==> src/rtl/seven_segment_scan.sv <==
// Time-multiplexed seven-segment driver; optional leading-zero blanking under SEG_ZERO_BLANK_EN.
// Latency: outputs registered from post-edge state; a loaded value appears on digit 0 of the next frame.
// Backpressure: none, load is always accepted and the last load before a frame wrap wins.
module seven_segment_scan #(
    parameter int DIGITS   = 4,
    parameter int SCAN_DIV = 1000,
    parameter int CNT_W    = $clog2(SCAN_DIV),
    parameter int IDX_W    = (DIGITS > 1) ? $clog2(DIGITS) : 1
) (
    input  logic                  clk,
    input  logic                  rst_n,
    input  logic                  load,
    input  logic [4*DIGITS-1:0]   value,
    output logic [6:0]            seg,
    output logic [DIGITS-1:0]     an,
    output logic                  frame_done
);
    localparam logic [CNT_W-1:0] CNT_LAST = CNT_W'(SCAN_DIV - 1);
    localparam logic [IDX_W-1:0] IDX_LAST = IDX_W'(DIGITS - 1);

    logic [CNT_W-1:0]    cnt, cnt_nxt;
    logic [IDX_W-1:0]    idx, idx_nxt;
    logic [4*DIGITS-1:0] shadow, shadow_nxt;
    logic [4*DIGITS-1:0] pending, pending_nxt;
    logic                pend_v, pend_v_nxt;
    logic                term, wrap;
    logic [3:0]          nib;
    logic                blank;
    logic [6:0]          seg_nxt;
    logic [DIGITS-1:0]   an_nxt;

    function automatic logic [6:0] decode(input logic [3:0] n);
        case (n)
            4'h0: decode = 7'b1111110;
            4'h1: decode = 7'b0110000;
            4'h2: decode = 7'b1101101;
            4'h3: decode = 7'b1111001;
            4'h4: decode = 7'b0110011;
            4'h5: decode = 7'b1011011;
            4'h6: decode = 7'b1011111;
            4'h7: decode = 7'b1110000;
            4'h8: decode = 7'b1111111;
            4'h9: decode = 7'b1111011;
            4'hA: decode = 7'b1110111;
            4'hB: decode = 7'b0011111;
            4'hC: decode = 7'b1001110;
            4'hD: decode = 7'b0111101;
            4'hE: decode = 7'b1001111;
            default: decode = 7'b1000111;
        endcase
    endfunction

    always_comb begin
        term        = (cnt == CNT_LAST);
        wrap        = term && (idx == IDX_LAST);
        cnt_nxt     = term ? '0 : cnt + CNT_W'(1);
        idx_nxt     = idx;
        if (term) begin
            idx_nxt = (idx == IDX_LAST) ? '0 : idx + IDX_W'(1);
        end
        shadow_nxt  = shadow;
        pending_nxt = pending;
        pend_v_nxt  = pend_v;
        // A load coinciding with the wrap is newer than anything pending, so it goes straight to shadow.
        if (wrap) begin
            pend_v_nxt = 1'b0;
            if (load) begin
                shadow_nxt = value;
            end else if (pend_v) begin
                shadow_nxt = pending;
            end
        end else if (load) begin
            pending_nxt = value;
            pend_v_nxt  = 1'b1;
        end
    end

    always_comb begin
        nib    = 4'h0;
        blank  = 1'b0;
        an_nxt = '0;
        for (int k = 0; k < DIGITS; k++) begin
            if (idx_nxt == IDX_W'(k)) begin
                nib       = shadow_nxt[4*k +: 4];
                an_nxt[k] = 1'b1;
`ifdef SEG_ZERO_BLANK_EN
                blank     = (k > 0) && ((shadow_nxt >> (4*k)) == '0);
`endif
            end
        end
        seg_nxt = blank ? 7'b0 : decode(nib);
        // First cycle of every slot is dark so the previous digit cannot ghost onto the next enable.
        if (cnt_nxt == '0) begin
            an_nxt  = '0;
            seg_nxt = '0;
        end
    end

    always_ff @(posedge clk or negedge rst_n) begin
        if (!rst_n) begin
            cnt     <= '0;
            idx     <= '0;
            shadow  <= '0;
            pending <= '0;
            pend_v  <= 1'b0;
        end else begin
            cnt     <= cnt_nxt;
            idx     <= idx_nxt;
            shadow  <= shadow_nxt;
            pending <= pending_nxt;
            pend_v  <= pend_v_nxt;
        end
    end

    always_ff @(posedge clk or negedge rst_n) begin
        if (!rst_n) begin
            seg        <= '0;
            an         <= '0;
            frame_done <= 1'b0;
        end else begin
            seg        <= seg_nxt;
            an         <= an_nxt;
            frame_done <= wrap;
        end
    end
endmodule

==> config.mk <==
export PLATFORM = sky130hd
export DESIGN_NAME = seven_segment_scan
export DESIGN_NICKNAME = d
export VERILOG_FILES = /design/src/rtl/seven_segment_scan.sv
export SDC_FILE = /design/constraint.sdc
export NUM_CORES = 1
export LEC_CHECK = 0
export CORE_MARGIN = 2
export CORE_UTILIZATION = 36
export DETAILED_ROUTE_END_ITERATION = 16
export GPL_TIMING_DRIVEN = 0
export SLEW_MARGIN = 0
export SYNTH_ARGS = -nofsm -noshare
export SYNTH_HDL_FRONTEND = slang
export SYNTH_SLANG_ARGS = --single-unit
==> constraint.sdc <==
create_clock -name clk -period 3.4 [get_ports clk]
set_clock_uncertainty 0.15 [all_clocks]
set_input_delay 0.51 -clock clk [delete_from_list [all_inputs] [get_ports clk]]
set_output_delay 0.51 -clock clk [all_outputs]
set_load 0.01 [all_outputs]
==> qor.yml <==
clock_network:
  clk_pin_slew_ns: 0.06
  cts_tree: "built"
  htree_levels: 3
  cts_made_buffers: 9
  clock_path_buffers: 2
  clock-sinks: 57
  cts_root_buf: "clkbuf_8"
  clkLatencyLatePin_ns: 0.34
cells_and_area:
  drive_gt1_share_pct: 25.55
  fillers: 803
  syn_to_final_growth_pct: 25.27
  design_area_sq_um: 3920
  fin_nets: 344
  regArea_sq_um: 1426
  stdcell_count: 429
  antennaDiodeCount: 0
  multi_input_area_sq_um: 1610
setup_path:
  path_class: "primary input to register"
  worstPathArrival_ns: 3.34
  r2r-start: "cnt[0]"
  ff2ff_setup_slack_ns: 0.17
  cp-end-kind: "register"
  cp_top_family: "buffers and inverters"
  r2r_cells: 9
  critPathBufInv: 5
  max_stage_delay_ns: 0.51
  startpoint: "load"
  path_common_cell: "clkbuf_4"
  crit_path_cell_trace: "clkdlybuf4s50_1, clkbuf_4, clkbuf_4, o21a_1, nand4_1, buf_4, a2bb2oi_2, mux2i_1, mux2i_4, inv_1, ha_1, mux2_2, a221oi_2"
  worst_r2r_endpoint: "seg[0]"
  cp_slowest_cell: "clkdlybuf4s50_1"
  cp_max_fo: 10
  required_ns: 3.49
  cp-start-kind: "primary input"
route:
  finalWirelength_microns: 6977
  vias: 2317
  ant_nets: 0
  vias_per_cell: 5.401
  post_drt_wl_per_cell_microns: 16.26
  drc: 0
  first_pass_iters: 4
  drt_iter0_markers: 106
pwr:
  swShare_pct: 21.98
  power_density_nw_per_um2: 426.5
  switching_power_mw: 0.3674
  intPower_mw: 1.304
  comb_power_share_pct: 9.9
  pwr-share-clk_pct: 46.8
  p_seq_share_pct: 43.3
  finalPower_mw: 1.672
  ir_drop_mv: 0.1802
  power.leakage_nw: 1.708
die:
  ios: 31
  die-area_sq_um: 9454
  die_h_microns: 97.23
  dieWidth_microns: 97.23
  start_util_pct: 36.42
  rows: 34
  fp.coreArea_sq_um: 8593
sta:
  final-setup-viol-count: 0
  hold_violations: 0
  rsz0062_at_grt: "false"
  min_period_over_period_pct: 95.48
  slew_headroom_pct: 46.06
  timing.fmax_mhz: 308.0
  drv_slew: 0
  worst_pin_slew_ns: 0.7986
  fin_crit_ns: 3.246
  setup_ws_ns: 0.1537
global_route:
  grt_pass1_wl_microns: 11900
  grt_pass1_vias: 2430
  grt_max_degree: 40
  grt_overflow_total: 0
  grtUsageTotal_pct: 15.87
  antenna_found_initial: 0
logic_synthesis:
  synth_cell_types: 66
  synth_compound_area_share_pct: 20.23
  netlist_area_sq_um: 3129
  synth_top_family_by_area: "compound AO/OA/AOI/OAI gates"
  avgSynthCellArea_sq_um: 11.81
  synth-seq-cells: 57
  synthXorXnorAreaFrac_pct: 1.399
  synth_edf_count: 0
  syn_nets: 293
  synthCells: 265
  synthAdderAreaFrac_pct: 3.599
  async_flop_share_pct: 100.0
  synthSimpleGateAreaFrac_pct: 15.03
  ys.flop_type: "dfrtp_1"
  synth_mux_area_share_pct: 10.52
  seq_area_frac_synth_pct: 45.58
  yosysWarningCount: 0
placed_design:
  pre_cts_slack_ns: -0.4118
  place_area_sq_um: 3580
  gp_congestion: 0.8095
  io_buffers: 30
  dp.cells: 404
  dp_hpwl_microns: 4933
hold_path:
  worstHoldPathCells: 2
  holdCritStartpoint: "shadow[0]"
  whs_endpoint: "shadow[0]"
  hp-class: "register to register"
status:
  status: "complete, no violations"
flow_run:
  cap_violations: 0
## cell usage in the layout (no fill, tap or decap), types with 3 or more instances in the layout
cell type,count
o41ai_1,4
bufinv_16,3
clkdlybuf4s50_1,29
xor2_1,4
nand3_1,4
mux2i_1,5
and3_1,3
clkbuf_8,10
nor2_1,16
buf_4,8
nand4_1,3
dfrtp_1,57
ha_1,9
nand2_1,17
o2bb2ai_1,7
a211o_1,3
o21ai_0,6
a21oi_1,4
mux2_2,17
o22ai_1,7
o211ai_1,4
buf_2,4
a22oi_1,6
inv_1,14
nand3b_1,4
nor3_1,3
mux2i_4,3
a2111o_1,5
a221oi_2,3
## cells by family (layout without fill, tap and decap cells)
| family | count (synthesis) | in the layout |
|---|---|---|
| buffers and inverters | 24 | 80 |
| DFF | 57 | 57 |
| muxes | 27 | 27 |
| AOI/OAI and AO/OA | 72 | 72 |
| xor gates and xnor gates | 5 | 5 |
| and+or+nand+nor | 71 | 71 |
| adders and majority gates | 9 | 9 |
## state kept, by name, summed over array words and instances, names as in the netlist
register	flops
frame_done	1
pend_v	1
idx	2
seg	7
pending	16
shadow	16
cnt	10
an	4
## timing repair
item                                    in CTS  in global routing
endpoints found under the setup margin       3                  6
pin swaps                                    0                  3
buffers inserted                             1                  7
cloned                                       0                  0
endpoints found under the hold margin       18                  0
hold buffers                                 1                  0
gates resized for setup                      1                  4
## cell usage after synthesis (2+ instances only)
cell type	instances	share of area, %
a22oi_1	6	1.4
mux2i_2	2	0.88
o211ai_1	4	0.96
mux2i_1	5	1.6
nand3b_1	4	0.96
o22ai_1	7	1.4
o21ai_0	6	0.96
o41ai_2	2	1.0
o31ai_1	2	0.48
a21oi_1	4	0.64
o2bb2ai_1	7	2.0
nand3_1	4	0.64
xor2_1	4	1.1
a211o_1	3	0.84
and3_1	3	0.60
a221oi_2	3	1.4
a2bb2oi_1	4	1.1
a2111o_1	5	1.8
mux2i_4	2	1.4
o41ai_1	4	1.1
nand4_1	3	0.60
mux2_2	17	6.1
nand2_1	17	2.0
nand2b_1	2	0.40
nor3_1	3	0.48
dfrtp_1	57	46
inv_1	14	1.7
o211a_1	2	0.64
nand2_2	2	0.40
buf_6	2	0.72
ha_1	9	3.6
nor2_1	16	1.9
nor3_4	2	1.0
o31a_1	2	0.56
buf_2	5	0.80
## cell type report
cell class                 instances  area share, %
clock inverter                     5          2.617
inverter                          16          1.596
multi-input combinational        184          41.08
tap                              108          3.447
clock buffer                      11          3.607
timing repair buffer              40          9.831
buffer                             8          1.436
sequential                        57          36.39
## worst max path at each step
stage          cells past startpoint  endpoint
2_1_floorplan                      9    seg[0]
3_3_place_gp                      12    seg[0]
3_5_place_dp                      12    seg[0]
4_1_cts                           11    seg[0]
5_1_grt                           13    seg[0]
6_report                          13    seg[0]
## worst min-delay path, cell delays in order, from the launching register on
cell and delay, ns:
dfrtp_1 0.34, a2bb2oi_2 0.06, inv_1 0.04
## metal layers
metal	up-vias	track usage [%]	wire length [microns]
met2	39	24.79	3368
li1	1109	-	-
met3	9	3.165	239
met1	1160	21.08	3251
met5	-	0	0
met4	0	7.906	117
## through the flow
stage	utilization (%)	hold slack, ns	TNS [ns]
CTS	44.80	0.3251	0
floorplan	-	0.06441	0
global placement	41.48	0.3047	-12.22
detailed placement	41.66	0.3092	-1.922
finish	45.62	0.3221	0
global route	45.62	0.3425	0
## power by group through the flow
| stage | Sequential (mW) | Combinational (mW) | Clock, mW |
|---|---|---|---|
| 2_1_floorplan | 0.736 | 0.0854 | 0 |
| 3_3_place_gp | 0.735 | 0.158 | 0 |
| 3_5_place_dp | 0.735 | 0.163 | 0 |
| 4_1_cts | 0.723 | 0.165 | 0.802 |
| 5_1_grt | 0.726 | 0.183 | 0.838 |
| 6_report | 0.723 | 0.166 | 0.783 |
Note: power is estimated with default switching activity, not from simulation.
